$ cat src/rtl/mem_pkg.sv
// Shared types and limits for the pipelined single-port RAM and its read pipeline.
package mem_pkg;

    localparam int MAX_RD_LATENCY = 4;

    typedef enum logic {
        INIT,
        RUN
    } state_t;

    // One accepted request as seen on the cycle it is sampled.
    typedef struct packed {
        logic rd;
        logic wr;
        logic oor;
    } req_t;

    function automatic int be_width(input int data_width);
        return data_width / 8;
    endfunction

endpackage

$ cat src/rtl/mem_rd_pipe.sv
// Delay line for read valid/data/error behind the array read register.
// Each stage's data only moves with a valid beat, so the output holds its last read.
module mem_rd_pipe #(
    parameter int DATA_WIDTH = 32,
    parameter int STAGES     = 0
) (
    input  logic                  clk,
    input  logic                  rst,
    input  logic                  in_valid,
    input  logic [DATA_WIDTH-1:0] in_data,
    input  logic                  in_err,
    output logic                  out_valid,
    output logic [DATA_WIDTH-1:0] out_data,
    output logic                  out_err
);

    generate
        if (STAGES == 0) begin : g_bypass
            assign out_valid = in_valid;
            assign out_data  = in_data;
            assign out_err   = in_err;
        end else begin : g_pipe
            for (genvar gi = 0; gi < STAGES; gi++) begin : g_stage
                logic                  valid_d;
                logic                  err_d;
                logic [DATA_WIDTH-1:0] data_d;
                logic                  valid_q;
                logic                  err_q;
                logic [DATA_WIDTH-1:0] data_q;

                if (gi == 0) begin : g_head
                    assign valid_d = in_valid;
                    assign err_d   = in_err;
                    assign data_d  = in_data;
                end else begin : g_link
                    assign valid_d = g_stage[gi-1].valid_q;
                    assign err_d   = g_stage[gi-1].err_q;
                    assign data_d  = g_stage[gi-1].data_q;
                end

                always_ff @(posedge clk or negedge rst) begin
                    if (!rst) begin
                        valid_q <= 1'b0;
                        err_q   <= 1'b0;
                        data_q  <= '0;
                    end else begin
                        valid_q <= valid_d;
                        err_q   <= err_d;
                        if (valid_d) begin
                            data_q <= data_d;
                        end
                    end
                end
            end

            assign out_valid = g_stage[STAGES-1].valid_q;
            assign out_data  = g_stage[STAGES-1].data_q;
            assign out_err   = g_stage[STAGES-1].err_q;
        end
    endgenerate

endmodule

$ cat src/rtl/mem_pipe_ram.sv
// Single-port RAM with byte enables, post-reset zero fill, out-of-range flagging
// and a configurable read latency with an aligned valid strobe.
module mem_pipe_ram
    import mem_pkg::*;
#(
    parameter int                   ADDR_WIDTH = 4,
    parameter int                   ADDR_DEPTH = 16,
    parameter int                   DATA_WIDTH = 32,
    parameter int                   RD_LATENCY = 1,
    parameter logic [DATA_WIDTH-1:0] INIT_VALUE = '0
) (
    input  logic                    clk,
    input  logic                    rst,
    input  logic                    EN,
    input  logic                    WR,
    input  logic [ADDR_WIDTH-1:0]   Address,
    input  logic [DATA_WIDTH-1:0]   Data_in,
    input  logic [DATA_WIDTH/8-1:0] BE,
    output logic [DATA_WIDTH-1:0]   Data_out,
    output logic                    Valid_out,
    output logic                    Busy,
    output logic                    Err
);

    localparam int BE_WIDTH = be_width(DATA_WIDTH);
    localparam logic [ADDR_WIDTH-1:0] LAST_ADDR = ADDR_WIDTH'(ADDR_DEPTH - 1);

    generate
        if (DATA_WIDTH < 8 || (DATA_WIDTH % 8) != 0 ||
            ADDR_DEPTH < 1 || ADDR_DEPTH > (2 ** ADDR_WIDTH) ||
            RD_LATENCY < 1 || RD_LATENCY > MAX_RD_LATENCY) begin : g_bad_params
            $fatal(1, "mem_pipe_ram: illegal DATA_WIDTH, ADDR_DEPTH or RD_LATENCY");
        end
    endgenerate

    logic [DATA_WIDTH-1:0] mem [ADDR_DEPTH];

    state_t                state;
    logic [ADDR_WIDTH-1:0] fill_cnt;
    logic                  busy_reg;
    req_t                  req;

    // With a fully populated address space LAST_ADDR is all ones, so this folds to 0.
    logic oor;
    assign oor = (Address > LAST_ADDR);

    always_comb begin
        req     = '0;
        req.rd  = (state == RUN) && EN && !WR;
        req.wr  = (state == RUN) && EN && WR;
        req.oor = (state == RUN) && EN && oor;
    end

    always_ff @(posedge clk or negedge rst) begin
        if (!rst) begin
            state    <= INIT;
            fill_cnt <= '0;
            busy_reg <= 1'b1;
        end else begin
            case (state)
                INIT: begin
                    fill_cnt <= fill_cnt + 1'b1;
                    if (fill_cnt == LAST_ADDR) begin
                        state    <= RUN;
                        busy_reg <= 1'b0;
                    end
                end
                RUN: begin
                    state <= RUN;
                end
            endcase
        end
    end

    assign Busy = busy_reg;

    // The fill owns the write port until RUN; afterwards only in-range writes land.
    logic                  we;
    logic [ADDR_WIDTH-1:0] waddr;
    logic [DATA_WIDTH-1:0] wdata;
    logic [BE_WIDTH-1:0]   wbe;

    always_comb begin
        we    = 1'b0;
        waddr = Address;
        wdata = Data_in;
        wbe   = BE;
        if (state == INIT) begin
            we    = 1'b1;
            waddr = fill_cnt;
            wdata = INIT_VALUE;
            wbe   = '1;
        end else begin
            we = req.wr && !req.oor;
        end
    end

    always_ff @(posedge clk) begin
        if (we) begin
            for (int b = 0; b < BE_WIDTH; b++) begin
                if (wbe[b]) begin
                    mem[waddr][8*b +: 8] <= wdata[8*b +: 8];
                end
            end
        end
    end

    // Array read register: the first latency stage; later stages live in mem_rd_pipe.
    logic                  s0_valid;
    logic                  s0_err;
    logic [DATA_WIDTH-1:0] s0_data;

    always_ff @(posedge clk or negedge rst) begin
        if (!rst) begin
            s0_valid <= 1'b0;
            s0_err   <= 1'b0;
            s0_data  <= '0;
        end else begin
            s0_valid <= req.rd;
            s0_err   <= req.oor;
            if (req.rd) begin
                s0_data <= req.oor ? '0 : mem[Address];
            end
        end
    end

    mem_rd_pipe #(
        .DATA_WIDTH (DATA_WIDTH),
        .STAGES     (RD_LATENCY - 1)
    ) u_rd_pipe (
        .clk       (clk),
        .rst       (rst),
        .in_valid  (s0_valid),
        .in_data   (s0_data),
        .in_err    (s0_err),
        .out_valid (Valid_out),
        .out_data  (Data_out),
        .out_err   (Err)
    );

endmodule

$ cat config.mk
export PLATFORM = sky130hd
export DESIGN_NAME = mem_pipe_ram
export DESIGN_NICKNAME = d
export VERILOG_FILES = /design/src/rtl/mem_pkg.sv /design/src/rtl/mem_rd_pipe.sv /design/src/rtl/mem_pipe_ram.sv
export SDC_FILE = /design/constraint.sdc
export NUM_CORES = 1
export LEC_CHECK = 0
export CAP_MARGIN = 20
export CORE_MARGIN = 2
export CORE_UTILIZATION = 40
export CTS_BUF_LIST = sky130_fd_sc_hd__clkbuf_4 sky130_fd_sc_hd__clkbuf_8 sky130_fd_sc_hd__clkbuf_16
export CTS_CLUSTER_SIZE = 14
export DETAILED_ROUTE_END_ITERATION = 12
export SLEW_MARGIN = 20
export SYNTH_ARGS = -nofsm -noshare
export SYNTH_HDL_FRONTEND = slang
export SYNTH_SLANG_ARGS = --single-unit
$ cat constraint.sdc
create_clock -name clk -period 5.8 [get_ports clk]
set_input_delay 1.16 -clock clk [delete_from_list [all_inputs] [get_ports clk]]
set_output_delay 1.16 -clock clk [all_outputs]
set_load 0.02 [all_outputs]
Word-level counts from Yosys, hierarchy flattened
Memories as Yosys holds them, arrays and structs flattened. A register that Yosys moved wholly into a read port is not among the register bits.
Index checks and enable logic that the tools add are counted.
{"block": "word_totals", "reg_bits": 8, "mem_bits_rw": 512, "in_bits": 44, "word_cells": 37, "memories": 1}
{"name": "mem", "words": 16, "word_bits": 32, "read_ports": 1, "rd_clocked_by_memory_dff": 1, "write_ports": 1, "line_no": "mem_pipe_ram.sv:36", "text": "logic [DATA_WIDTH-1:0] mem [ADDR_DEPTH];"}
{"block": "classes", "add_sub_neg": 1, "order_cmp": 1, "n_eq_ne": 1, "mux": 18, "n_bitwise": 1, "n_reduce_logical": 9}
{"operator": "$mux W32", "n": 1}
{"operator": "$mux W1", "n": 14}
{"operator": "$mux W4", "n": 2}
{"operator": "$logic_and A1 B1 Y1", "n": 5}
{"operator": "$add A4 B1 Y4 const B", "n": 1}
{"operator": "$eq A4 B4 Y1 const B", "n": 1}
{"operator": "$gt A4 B4 Y1 const B", "n": 1}
{"operator": "$logic_not A1 Y1", "n": 3}
{"operator": "$pmux W1 S2", "n": 1}
{"operator": "$reduce_and A2 Y1", "n": 1}
{"operator": "$not A1 Y1", "n": 1}

Longest topological paths before layout
{"block": "depth", "word_depth": 7, "ltp_mapped": 7, "ltp_nobuf": 5}

Modules after synthesis
From an unflattened synthesis, not the netlist that was laid out.
{"block": "unflattened", "hier_cells": 1237, "area_unflattened_um2": 21807.2}
{"module": "mem_pipe_ram", "instances": 1, "cells_per_inst": 1203, "area_per_inst_um2": 21551.9, "seq_area_each_um2": 16351.9}
{"module": "mem_rd_pipe", "instances": 1, "cells_per_inst": 34, "area_per_inst_um2": 255.2, "seq_area_each_um2": 0.0}

Worst setup path after synthesis
Ideal clock, no wire load.
{"block": "synth_timing", "path_kind": "input port to flip-flop", "startpoint": "in Address[1]", "endpoint": "mem mem[13][16] (enable)", "setup_time_ns": 0.370, "arrival_ns": 2.473, "required_time_ns": 5.430, "path_slack_ns": 2.957, "path_stages": 7, "n_path_buf": 3, "path_cell_list": "buf_4 -> buf_4 -> buf_2 -> nand3b_1 -> o21ai_0 -> nand2_1 -> nor2_1"}
{"block": "synth_between", "elab_chain_cells": 7, "elab_cells_between_ends": 8, "cone_classes": "order compare: 1; mux: 4; reduce/logical: 3"}
{"element": "start, declared", "line_no": "mem_pipe_ram.sv:16", "text": "input logic [ADDR_WIDTH-1:0] Address,"}
{"element": "$gt A4 B4 Y1", "line_no": "mem_pipe_ram.sv:45", "text": "assign oor = (Address > LAST_ADDR);"}
{"element": "$logic_and A1 B1 Y1", "line_no": "mem_pipe_ram.sv:51", "text": "req.oor = (state == RUN) && EN && oor;"}
{"element": "$logic_not A1 Y1", "line_no": "mem_pipe_ram.sv:94", "text": "we = req.wr && !req.oor;"}
{"element": "$logic_and A1 B1 Y1", "line_no": "mem_pipe_ram.sv:94"}
{"element": "$mux W1", "line_no": "mem_pipe_ram.sv:88", "text": "if (state == INIT) begin"}
{"element": "$mux W1", "line_no": "mem_pipe_ram.sv:99", "text": "if (we) begin"}
{"element": "$mux W1 (not written as such)", "line_no": "mem_pipe_ram.sv:102", "text": "mem[waddr][8*b +: 8] <= wdata[8*b +: 8];"}
{"element": "end, declared", "line_no": "mem_pipe_ram.sv:36"}
Parallel ways exist; a longest one is shown, timed or not.

Worst setup path after layout
{"block": "layout_timing", "startpoint": "in Address[3]", "endpoint": "mem mem[10][15] (enable)"}
Same word-level chain as after synthesis.

==> flow_summary.ini <==
[outcome]
status = finished clean

[worst_setup_path]
path_cells = buf_2 -> nor2b_1 -> buf_4 -> a22o_1 -> nand2_1 -> nor2_1
cp_num_cells = 6
r2r_cells = 7
r2r-end = s0_data[9]
crit_family = simple AND/OR/NAND/NOR gates
critPathKind = in -> reg
cp.required_ps = 6010
crit_fanout = 38
end_kind = flip-flop
crit_arrival_ps = 3510
critPathMaxStageDelay_ps = 780
cp_slowest_cell = nor2_1
reg2reg_from = state
crit_end = mem[10][15]
r2r_slack_ps = 2640
cp_num_buf_inv = 2
startpoint = Address[3]
start_kind = input pin

[timing]
finClkSkew_ps = 15.42
slew_headroom_pct = 23.53
hold_violations = 0
worst_pin_slew_ps = 1143
setup_viol = 0
finalCriticalPeriod_ps = 3292
timing.hold.ws_ps = 498.3
slew_viol_final = 0
rsz0062_at_grt = false
timing.final.crit_share_pct = 56.76
fmax_mhz = 303.8
setup_tns_ps = 0

[hold_path]
hp-class = reg -> reg
min-delay-start = Busy

[power_and_ir_drop]
p_leak_uw = 0.008219
ir_drop_mv = 0.1924
powerDensity_mw_per_mm2 = 347.2
clock_power_share_pct = 42.8
power.internal_uw = 6817
p_seq_share_pct = 51.2
swShare_pct = 20.96
comb_power_share_pct = 6.0
switchingPower_uw = 1808

[routing]
dr.pass1.iters = 6
routed_wl_um = 50800
antenna_left = 0
avgRoutedWirePerCell_um = 25.04
dr.first_iter.drc_count = 1216
met2_wirelength_um = 24700
vias_per_cell = 5.500
wl_met3_um = 3188
drcViolationCount = 0
highest_layer = met4
wirelength_met1_um = 21840
vias = 11160

[final_layout]
final_area_sq_mm = 0.02484
n_fill_cell = 4589
fin_nets = 1329
diodes = 0
layout-drive-gt1-share_pct = 14.63
synthToLayoutAreaGrowth_pct = 14.91

[global_route]
grt_max_degree = 63
grt_pass1_wl_um = 75290
grt_overflow_total = 0
grt_usage_pct = 18.30
grt_pass1_vias = 11450
antenna_found_initial = 0

[die]
coreArea_sq_mm = 0.05360
die-area_sq_mm = 0.05593
die_h_um = 236.5
initial_utilization_pct = 40.34
die_w_um = 236.5
io_pins = 79
core.rowCount = 85

[clocking]
h-tree-depth = 2
clkSlewWorstSetupHoldPaths_ps = 60
cts_root_buf = clkbuf_16
cts_inserted_buffers = 57
clkLatencyLatePin_ps = 600
cts_tree = done
cts_setup_buffers = 0
cts_hold_buf = 0
cts_resized = 0
cts_buffer_depth = 3
clock_sinks = 551

[yosys]
synth_nets = 1252
ys_seq_area_share_pct = 75.63
ys_warn_count = 0
synth.avg_cell_area_sq_um = 17.91
synth_ff_type = edfxtp_1
synth_area_sq_mm = 0.02162
async_flop_share_pct = 7.078
ys_ff_latch = 551
ys_types = 42
synth_edf_count = 512
synthCells = 1207

[placement]
numPortBuffers = 77
place_congestion = 0.8010
dp_hpwl_um = 30880
dpl_cell_area_sq_mm = 0.02291

[flow_run]
max-cap-violations = 0
metrics by stage:
step	std cells	total power, uW	util [%]	setup WS (ps)
finish	2029	8625	46.35	2508
floorplan	1207	4798	-	2957
global route	2029	8891	46.35	2405
global placement	1921	5018	42.74	1908
CTS	2029	8701	46.32	2539
detailed placement	1921	5023	42.74	1901
worst reg2reg max path, stage by stage (launching register included):
cell and delay, ps:
dfrtp_2 560, buf_4 520, nand2_1 80, or2_1 520, inv_2 700, buf_4 450
nor2_1 110, a31oi_1 150
metal layers:
layer	global-route usage, %	vias up
li1	-	4902
met1	25.45	5834
met2	29.85	359
met3	2.961	65
met4	5.428	0
met5	0	-
logic make-up after synthesis:
| group | after synthesis | synth area share (%) |
|---|---|---|
| compound gates | 123 | 3.935 |
| xor+xnor | 3 | 0.1215 |
| fa+ha+maj | 1 | 0.05786 |
| buf+inv | 78 | 2.321 |
| flops | 551 | 75.63 |
| mux | 195 | 12.62 |
| other cells | 1 | 0.01734 |
| simple gates | 255 | 5.295 |
worst min path at each step:
stage,end,slack (ps),cells past startpoint
after floorplan,Busy,490,1
after global placement,Busy,490,1
after detailed placement,Busy,490,1
after CTS,Busy,500,1
after global routing,Busy,500,1
final,Busy,500,1
layout by cell type, fill, tap and decap left out, types with 2 or more instances in the layout:
cell and count:
nand4_1 27, a21boi_1 2, o21ai_0 3, clkbuf_16 59, a21oi_1 13, a22oi_1 64
nor2_2 6, buf_4 18, clkbuf_4 19, dfrtp_1 37, nand2b_1 3, a31oi_1 31
xnor2_1 3, mux2i_1 132, and2_1 35, nand2_1 78, edfxtp_1 512, inv_6 2
a21o_1 2, nor2b_2 2, bufinv_16 6, clkinv_1 13, nor2_1 94, clkdlybuf4s50_1 73
nand3_1 3, mux4_2 62, nor3_1 2, a21boi_2 2, buf_2 2, clkinv_2 8
power groups by stage:
stage / Sequential (uW) / Clock (uW) / Combinational [uW]
floorplan: 4530 / 0 / 270
global placement: 4500 / 0 / 522
detailed placement: 4500 / 0 / 527
CTS: 4410 / 3760 / 528
global route: 4420 / 3920 / 560
finish: 4410 / 3690 / 521
flip-flops by register name, summed over array words and instances (netlist names):
signal / count
Busy: 1
fill_cnt: 4
mem: 512
s0_data: 32
s0_valid: 1
state: 1
cell usage after synthesis (4+ instances only):
cell type,instances,area share [%]
a21boi_1,4,0.14
a21oi_1,13,0.30
a22oi_1,64,2.2
a31oi_1,31,0.90
and2_1,35,1.0
buf_2,18,0.42
buf_4,9,0.31
buf_6,12,0.63
clkbuf_1,28,0.49
dfrtp_1,38,4.4
edfxtp_1,512,71
mux2i_1,132,6.1
mux4_2,62,6.5
nand2_1,78,1.4
nand4_1,27,0.78
nor2_1,100,1.7
nor2b_1,4,0.12
area by class of cell:
cell class / instances / area, sq um / share of cell area [%]
Inverter: 2 / 7.507 / 0.03022
Tap cell: 696 / 870.8 / 3.505
Multi-Input combinational cell: 578 / 4802 / 19.33
Sequential cell: 551 / 16350 / 65.82
Clock inverter: 29 / 286.5 / 1.153
Clock buffer: 79 / 1633 / 6.572
Timing Repair Buffer: 94 / 890.9 / 3.586
Power figures use the tool's default switching activity.
